`src/rtl/adder_four_pkg.sv`:
```
// Shared datapath constants for the adder_four slice.
// Holds the width/increment defaults and the lookahead grouping used by adder_core.
package adder_four_pkg;

   // Datapath width limits and defaults.
   localparam int          DATA_WIDTH_MIN  = 3;
   localparam int          DATA_WIDTH_MAX  = 64;
   localparam int          ADDER_WIDTH_DEF = 32;
   localparam logic [63:0] INCREMENT_DEF   = 64'd4;

   // Carry-lookahead group size; groups ripple their carry into the next group.
   localparam int CLA_GROUP_W = 4;

   function automatic int cla_groups(input int width);
      return (width + CLA_GROUP_W - 1) / CLA_GROUP_W;
   endfunction

endpackage

```
`src/rtl/adder_core.sv`:
```
// Generic two-operand unsigned adder with carry-in/carry-out.
// Carries are resolved by lookahead inside each 4-bit group; group carries ripple between groups.
module adder_core
   import adder_four_pkg::*;
#(
   parameter int WIDTH = ADDER_WIDTH_DEF
)
(
   input  logic [WIDTH-1:0] a,
   input  logic [WIDTH-1:0] b,
   input  logic             carry_in,
   output logic [WIDTH-1:0] sum,
   output logic             carry_out
);

   localparam int NUM_GROUPS = cla_groups(WIDTH);

   genvar gi;
   generate
      for (gi = 0; gi < NUM_GROUPS; gi++) begin : gen_grp
         localparam int BASE = gi * CLA_GROUP_W;
         localparam int TOP  = ((BASE + CLA_GROUP_W - 1) < WIDTH) ? (BASE + CLA_GROUP_W - 1) : (WIDTH - 1);
         localparam int GW   = TOP - BASE + 1;

         logic          cin;
         logic          cout;
         logic [GW-1:0] gen_bits;
         logic [GW-1:0] prop_bits;
         logic [GW:0]   carry_bits;

         if (gi == 0) begin : gen_cin_first
            assign cin = carry_in;
         end else begin : gen_cin_chain
            assign cin = gen_grp[gi-1].cout;
         end

         assign gen_bits  = a[TOP:BASE] & b[TOP:BASE];
         assign prop_bits = a[TOP:BASE] ^ b[TOP:BASE];

         // Every carry in the group is a flat sum of products of g/p terms and the
         // group carry-in, so no bit waits on its neighbour's carry net.
         always_comb begin
            logic c_acc;
            c_acc      = 1'b0;
            carry_bits = '0;
            for (int j = 0; j <= GW; j++) begin
               c_acc = cin;
               for (int k = 0; k < j; k++) begin
                  c_acc = gen_bits[k] | (prop_bits[k] & c_acc);
               end
               carry_bits[j] = c_acc;
            end
         end

         assign sum[TOP:BASE] = prop_bits ^ carry_bits[GW-1:0];
         assign cout          = carry_bits[GW];
      end
   endgenerate

   assign carry_out = gen_grp[NUM_GROUPS-1].cout;

endmodule

```
`src/rtl/adder_four.sv`:
```
// Adds a constant INCREMENT to a_input: live combinational result plus a
// one-cycle registered copy qualified by in_valid.
module adder_four
   import adder_four_pkg::*;
#(
   parameter int          ADDER_WIDTH = ADDER_WIDTH_DEF,
   parameter logic [63:0] INCREMENT   = INCREMENT_DEF
)
(
   input  logic                   clk,
   input  logic                   rst_n,
   input  logic [ADDER_WIDTH-1:0] a_input,
   input  logic                   in_valid,
   output logic [ADDER_WIDTH-1:0] sum,
   output logic                   carry_out,
   output logic [ADDER_WIDTH-1:0] sum_q,
   output logic                   carry_q,
   output logic                   out_valid
);

   localparam logic [ADDER_WIDTH-1:0] INC_OPERAND = ADDER_WIDTH'(INCREMENT);

   logic [ADDER_WIDTH-1:0] sum_q_reg,     sum_q_next;
   logic                   carry_q_reg,   carry_q_next;
   logic                   out_valid_reg, out_valid_next;
   logic                   load_en;

   adder_core #(
      .WIDTH     (ADDER_WIDTH)
   ) u_adder_core (
      .a         (a_input),
      .b         (INC_OPERAND),
      .carry_in  (1'b0),
      .sum       (sum),
      .carry_out (carry_out)
   );

   // Only a clean 1 loads; an unknown valid must never corrupt the held result.
   assign load_en = (in_valid === 1'b1);

   always_comb begin
      sum_q_next     = sum_q_reg;
      carry_q_next   = carry_q_reg;
      out_valid_next = 1'b0;
      if (!rst_n) begin
         sum_q_next   = '0;
         carry_q_next = 1'b0;
      end else if (load_en) begin
         sum_q_next     = sum;
         carry_q_next   = carry_out;
         out_valid_next = 1'b1;
      end
   end

   always_ff @(posedge clk) begin
      sum_q_reg     <= sum_q_next;
      carry_q_reg   <= carry_q_next;
      out_valid_reg <= out_valid_next;
   end

   assign sum_q     = sum_q_reg;
   assign carry_q   = carry_q_reg;
   assign out_valid = out_valid_reg;

endmodule

```
`config.mk`:
```
export PLATFORM = sky130hd
export DESIGN_NAME = adder_four
export DESIGN_NICKNAME = d
export VERILOG_FILES = /design/src/rtl/adder_four_pkg.sv /design/src/rtl/adder_core.sv /design/src/rtl/adder_four.sv
export SDC_FILE = /design/constraint.sdc
export NUM_CORES = 1
export LEC_CHECK = 0
export ABC_CLOCK_PERIOD_IN_PS = 9200
export BUFFER_PORTS_ARGS = -buffer_cell sky130_fd_sc_hd__buf_4
export CORE_UTILIZATION = 43
export DETAILED_ROUTE_END_ITERATION = 16
export GPL_ROUTABILITY_DRIVEN = 0
export PLACE_DENSITY = 0.77
export SYNTH_ARGS = -nofsm -noshare
export SYNTH_HDL_FRONTEND = slang
export SYNTH_SLANG_ARGS = --single-unit
```
`constraint.sdc`:
```
create_clock -name clk -period 9.2 [get_ports clk]
set_input_delay 1.38 -clock clk [delete_from_list [all_inputs] [get_ports clk]]
set_output_delay 1.38 -clock clk [all_outputs]
set_load 0.02 [all_outputs]
```
* Yosys cells after proc, flatten, opt, wreduce, memory -nomap -nowiden
Cells that the tools add are included.
Word-level totals: bits in registers 34, input port bits 35, output and inout port bits 67
Operators by class: equal/unequal tests 1, muxes and demuxes 1, bitwise operators 38
Operators with widths (count):
- $xor A4 B4 Y4 | 8
- $and A1 B1 Y1 | 29
- $eqx A1 B1 Y1 const B | 1
- $mux W1 | 1
- $not A1 Y1 | 1

* Logic depth before layout (Yosys ltp)
word-level depth 29, mapped depth 31, gate-level depth less buffers 31

* By module
Synthesis repeated with hierarchy kept, for this count alone.
Second synthesis, totals: cells, all modules 152, area, all modules 1991.9 µm²
By module, submodules not included:
- adder_four | instances 1, cells an instance 110, area each 1313.8 µm², seq. area each 680.7 µm²
- adder_core | instances 1, cells an instance 42, area each 678.2 µm², seq. area each 0.0 µm²

* Worst setup path after synthesis
OpenSTA, ideal clock, no wires.
path type input-to-output, start input a_input[2], end output sum[31], arrival 6.562 ns, required time 7.820 ns, slack 1.258 ns, stages on the path 29, path buffers 0, path through ha_1 > ha_1 > ha_1 > ha_1 > ha_1 > ha_1 > ha_1 > ha_1 > ha_1 > ha_1 > ha_1 > ha_1 > ha_1 > ha_1 > ha_1 > ha_1 > ha_1 > ha_1 > ha_1 > ha_1 > ha_1 > ha_1 > ha_1 > ha_1 > ha_1 > ha_1 > ha_1 > ha_1 > ha_1
On the way: word-level cells in the longest chain between the ends 29
RTL lines:
- start, declared | line adder_four.sv:12 | input logic [ADDER_WIDTH-1:0] a_input,
- $and A1 B1 Y1 (28 in series) | line adder_core.sv:49 | c_acc = gen_bits[k] | (prop_bits[k] & c_acc);
- $xor A4 B4 Y4 | line adder_core.sv:55 | assign sum[TOP:BASE] = prop_bits ^ carry_bits[GW-1:0];
- end, declared | line adder_four.sv:14 | output logic [ADDER_WIDTH-1:0] sum,
Every way passes these cells.

* Worst setup path in the final report
Same ends and word-level chain as after synthesis.

==> impl_metrics.py <==
metrics = {
    "die": {
        "initial_core_util_pct": 45.4,
        "ios": 102,
        "die-area_mm2": 0.00417,
        "die-width_um": 64.6,
        "die_height_um": 64.6,
        "placementRows": 22,
        "core_mm2": 0.00372,
    },
    "cts": {
        "cts-htree-levels": 2,
        "cts_buffers": 5,
        "hold_buffers": 0,
        "clk_latency_ns": 0.28,
        "cts_resized": 0,
        "clk_pin_slew_ns": 0.06,
        "clk_path_buf_depth": 2,
        "cts_tree": "built",
        "clock-root-buffer": "clkbuf_8",
        "cts_setup_buffers": 0,
        "clock-sinks": 34,
    },
    "routing": {
        "wl_per_cell_um": 12.5,
        "dr.pass1.iters": 3,
        "drc_errors": 0,
        "drt-total-wl_mm": 3.59,
        "final_antenna_net_count": 0,
        "drtIter0Drc": 20,
        "viasPerCell": 4.61,
        "dr_total_vias": 1328,
    },
    "synthesis": {
        "yosysUniqueCellTypes": 12,
        "synth_cells": 140,
        "synth_top_area_cell": "dfxtp_1",
        "syn-mean-instance-area_um2": 12.0,
        "synthTopCellsByArea": "dfxtp_1 (40%), ha_1 (22%), mux2i_1 (19%)",
        "yosys_register_bits": 34,
        "synth_warnings": 0,
        "syn_area_mm2": 0.00169,
        "seq_area_frac_synth_pct": 40.4,
        "syn_nets": 204,
        "synth_top_area_share_pct": 40.4,
    },
    "sta": {
        "hold_viol": 0,
        "min_period_over_period_pct": 91.3,
        "timing.fmax_mhz": 119,
        "max_slew_margin_pct": 62.2,
        "slew_violations": 0,
        "final.setup.tns_ns": 0,
        "setup_viol": 0,
        "skew_ns": 0,
        "post-route-min-period_ns": 8.40,
        "worstMarginPinSlew_ns": 0.567,
        "rsz0062_at_grt": "false",
    },
    "power": {
        "power_w": 0.000359,
        "leakagePower_nw": 1.35,
        "clockPowerShare_pct": 30.8,
        "p_comb_share_pct": 24.5,
        "switching_share_pct": 27.6,
        "p_per_area_mw_per_mm2": 144,
        "internal-power_w": 0.000260,
        "p_seq_share_pct": 44.7,
        "p_sw_w": 0.0000992,
        "ir_drop_v": 0.000103,
    },
    "setup_path": {
        "critPathArrivalTime_ns": 7.02,
        "cp.required_ns": 7.82,
        "critPathMostFrequentCell": "ha_1",
        "cp-end-kind": "primary output",
        "cpPeakStageDelay_ns": 0.29,
        "path_class": "in2out",
        "reg2reg_to": "sum_q[15]",
        "ff2ff_path_depth": 2,
        "timing.rr.start": "sum_q[15]",
        "start_kind": "primary input",
        "slowest_stage": "ha_1",
        "cp_max_fo": 3,
        "ff2ff_setup_slack_ns": 8.56,
    },
    "finish": {
        "largest_register_ff_count": 32,
        "drive_gt1_share_pct": 45.0,
        "finalNetCount": 303,
        "antenna_cells": 0,
        "stdcell_area_mm2": 0.00250,
        "syn_to_final_growth_pct": 48.2,
    },
    "worst_hold_path": {
        "holdPathStages": 1,
        "min_to": "sum_q[2]",
        "hold_class": "reg2reg",
        "hold_start": "sum_q[2]",
    },
    "global_routing": {
        "grt_pass1_wl_mm": 5.89,
        "antenna_found_initial": 0,
        "grt_pass1_vias": 1346,
        "grt_overflow": 0,
        "grt_usage_pct": 18.3,
        "grt_max_degree": 36,
    },
    "run": {
        "maxCapViolations": 0,
    },
    "placed_design": {
        "port_buffers": 101,
        "placed_area_mm2": 0.00241,
        "dp_hpwl_mm": 2.74,
    },
    "status": {
        "outcome": "completed",
    },
}
[placed cells by master, fill, tap and decap left out]
cell type / n
and2_1: 1
buf_4: 101
clkbuf_1: 1
clkbuf_8: 6
clkinv_2: 1
dfxtp_1: 34
ha_1: 29
inv_1: 1
mux2i_1: 32
nand2_1: 1
nor2b_1: 32
o211a_1: 1
[how the worst max path moves through the flow]
| stage | start | end | cells after the start |
|---|---|---|---|
| finish | a_input[2] | sum[31] | 31 |
| global route | a_input[2] | sum[31] | 31 |
| CTS | a_input[2] | sum[31] | 31 |
| detailed placement | a_input[2] | sum[31] | 31 |
| global placement | a_input[2] | sum[31] | 31 |
| floorplan | a_input[2] | sum[31] | 29 |
[power groups by stage]
stage,clock [W],combinational (W),sequential (W)
finish,0.000111,0.0000880,0.000160
global route,0.000121,0.0000947,0.000162
CTS,0.000114,0.0000893,0.000161
detailed placement,0,0.0000892,0.000164
global placement,0,0.0000881,0.000163
floorplan,0,0.0000418,0.000174
[cell usage after synthesis]
master	n
dfxtp_1	34
mux2i_1	32
nor2b_1	32
ha_1	29
buf_12	3
clkbuf_1	3
buf_4	2
and2_1	1
buf_6	1
inv_1	1
nand2_1	1
o211a_1	1
[stage by stage]
stage          hold slack [ns]  cells  worst slack, ns  utilization (%)
6_report                 0.489    288            0.798             67.2
3_3_place_gp             0.466    280            0.783             64.7
2_1_floorplan            0.589    140             1.26                -
3_5_place_dp             0.473    280            0.761             64.7
5_1_grt                  0.522    288            0.492             67.2
4_1_cts                  0.492    288            0.746             67.2
[cells by family (layout without fill, tap and decap cells)]
logic type / count (synthesis) / count (layout) / share of synthesized area (%)
AO/OA/AOI/OAI: 1 / 1 / 0.594
flip-flops: 34 / 34 / 40.4
buffers and inverters: 10 / 110 / 6.01
multiplexers: 32 / 32 / 19.0
AND/OR/NAND/NOR: 34 / 34 / 12.5
adder cells (fa/ha/maj): 29 / 29 / 21.5
[worst max-delay path: cells and delay by family]
kind / cells / cell delay, ns
fa+ha+maj: 29 / 5.36
buf+inv: 2 / 0.28
[final cells by class]
class                   instances  area, µm²
clock buffers                   7       86.3
clock inverters                 1       5.00
fillers                       345       1220
inverters                       1       3.75
multi-input cells              96        903
flip-flops and latches         34        681
well taps                      48       60.1
repair buffers                101        758
[metal layers]
metal | share of wire (%) | routed length (µm) | GRT usage [%]
met1 | 41 | 1470 | 19.6
met2 | 50 | 1800 | 33.9
met3 | 7.7 | 277 | 4.40
met4 | 1.4 | 51 | 7.50
met5 | 0 | 0 | 0
Power figures use the tool's default switching activity.
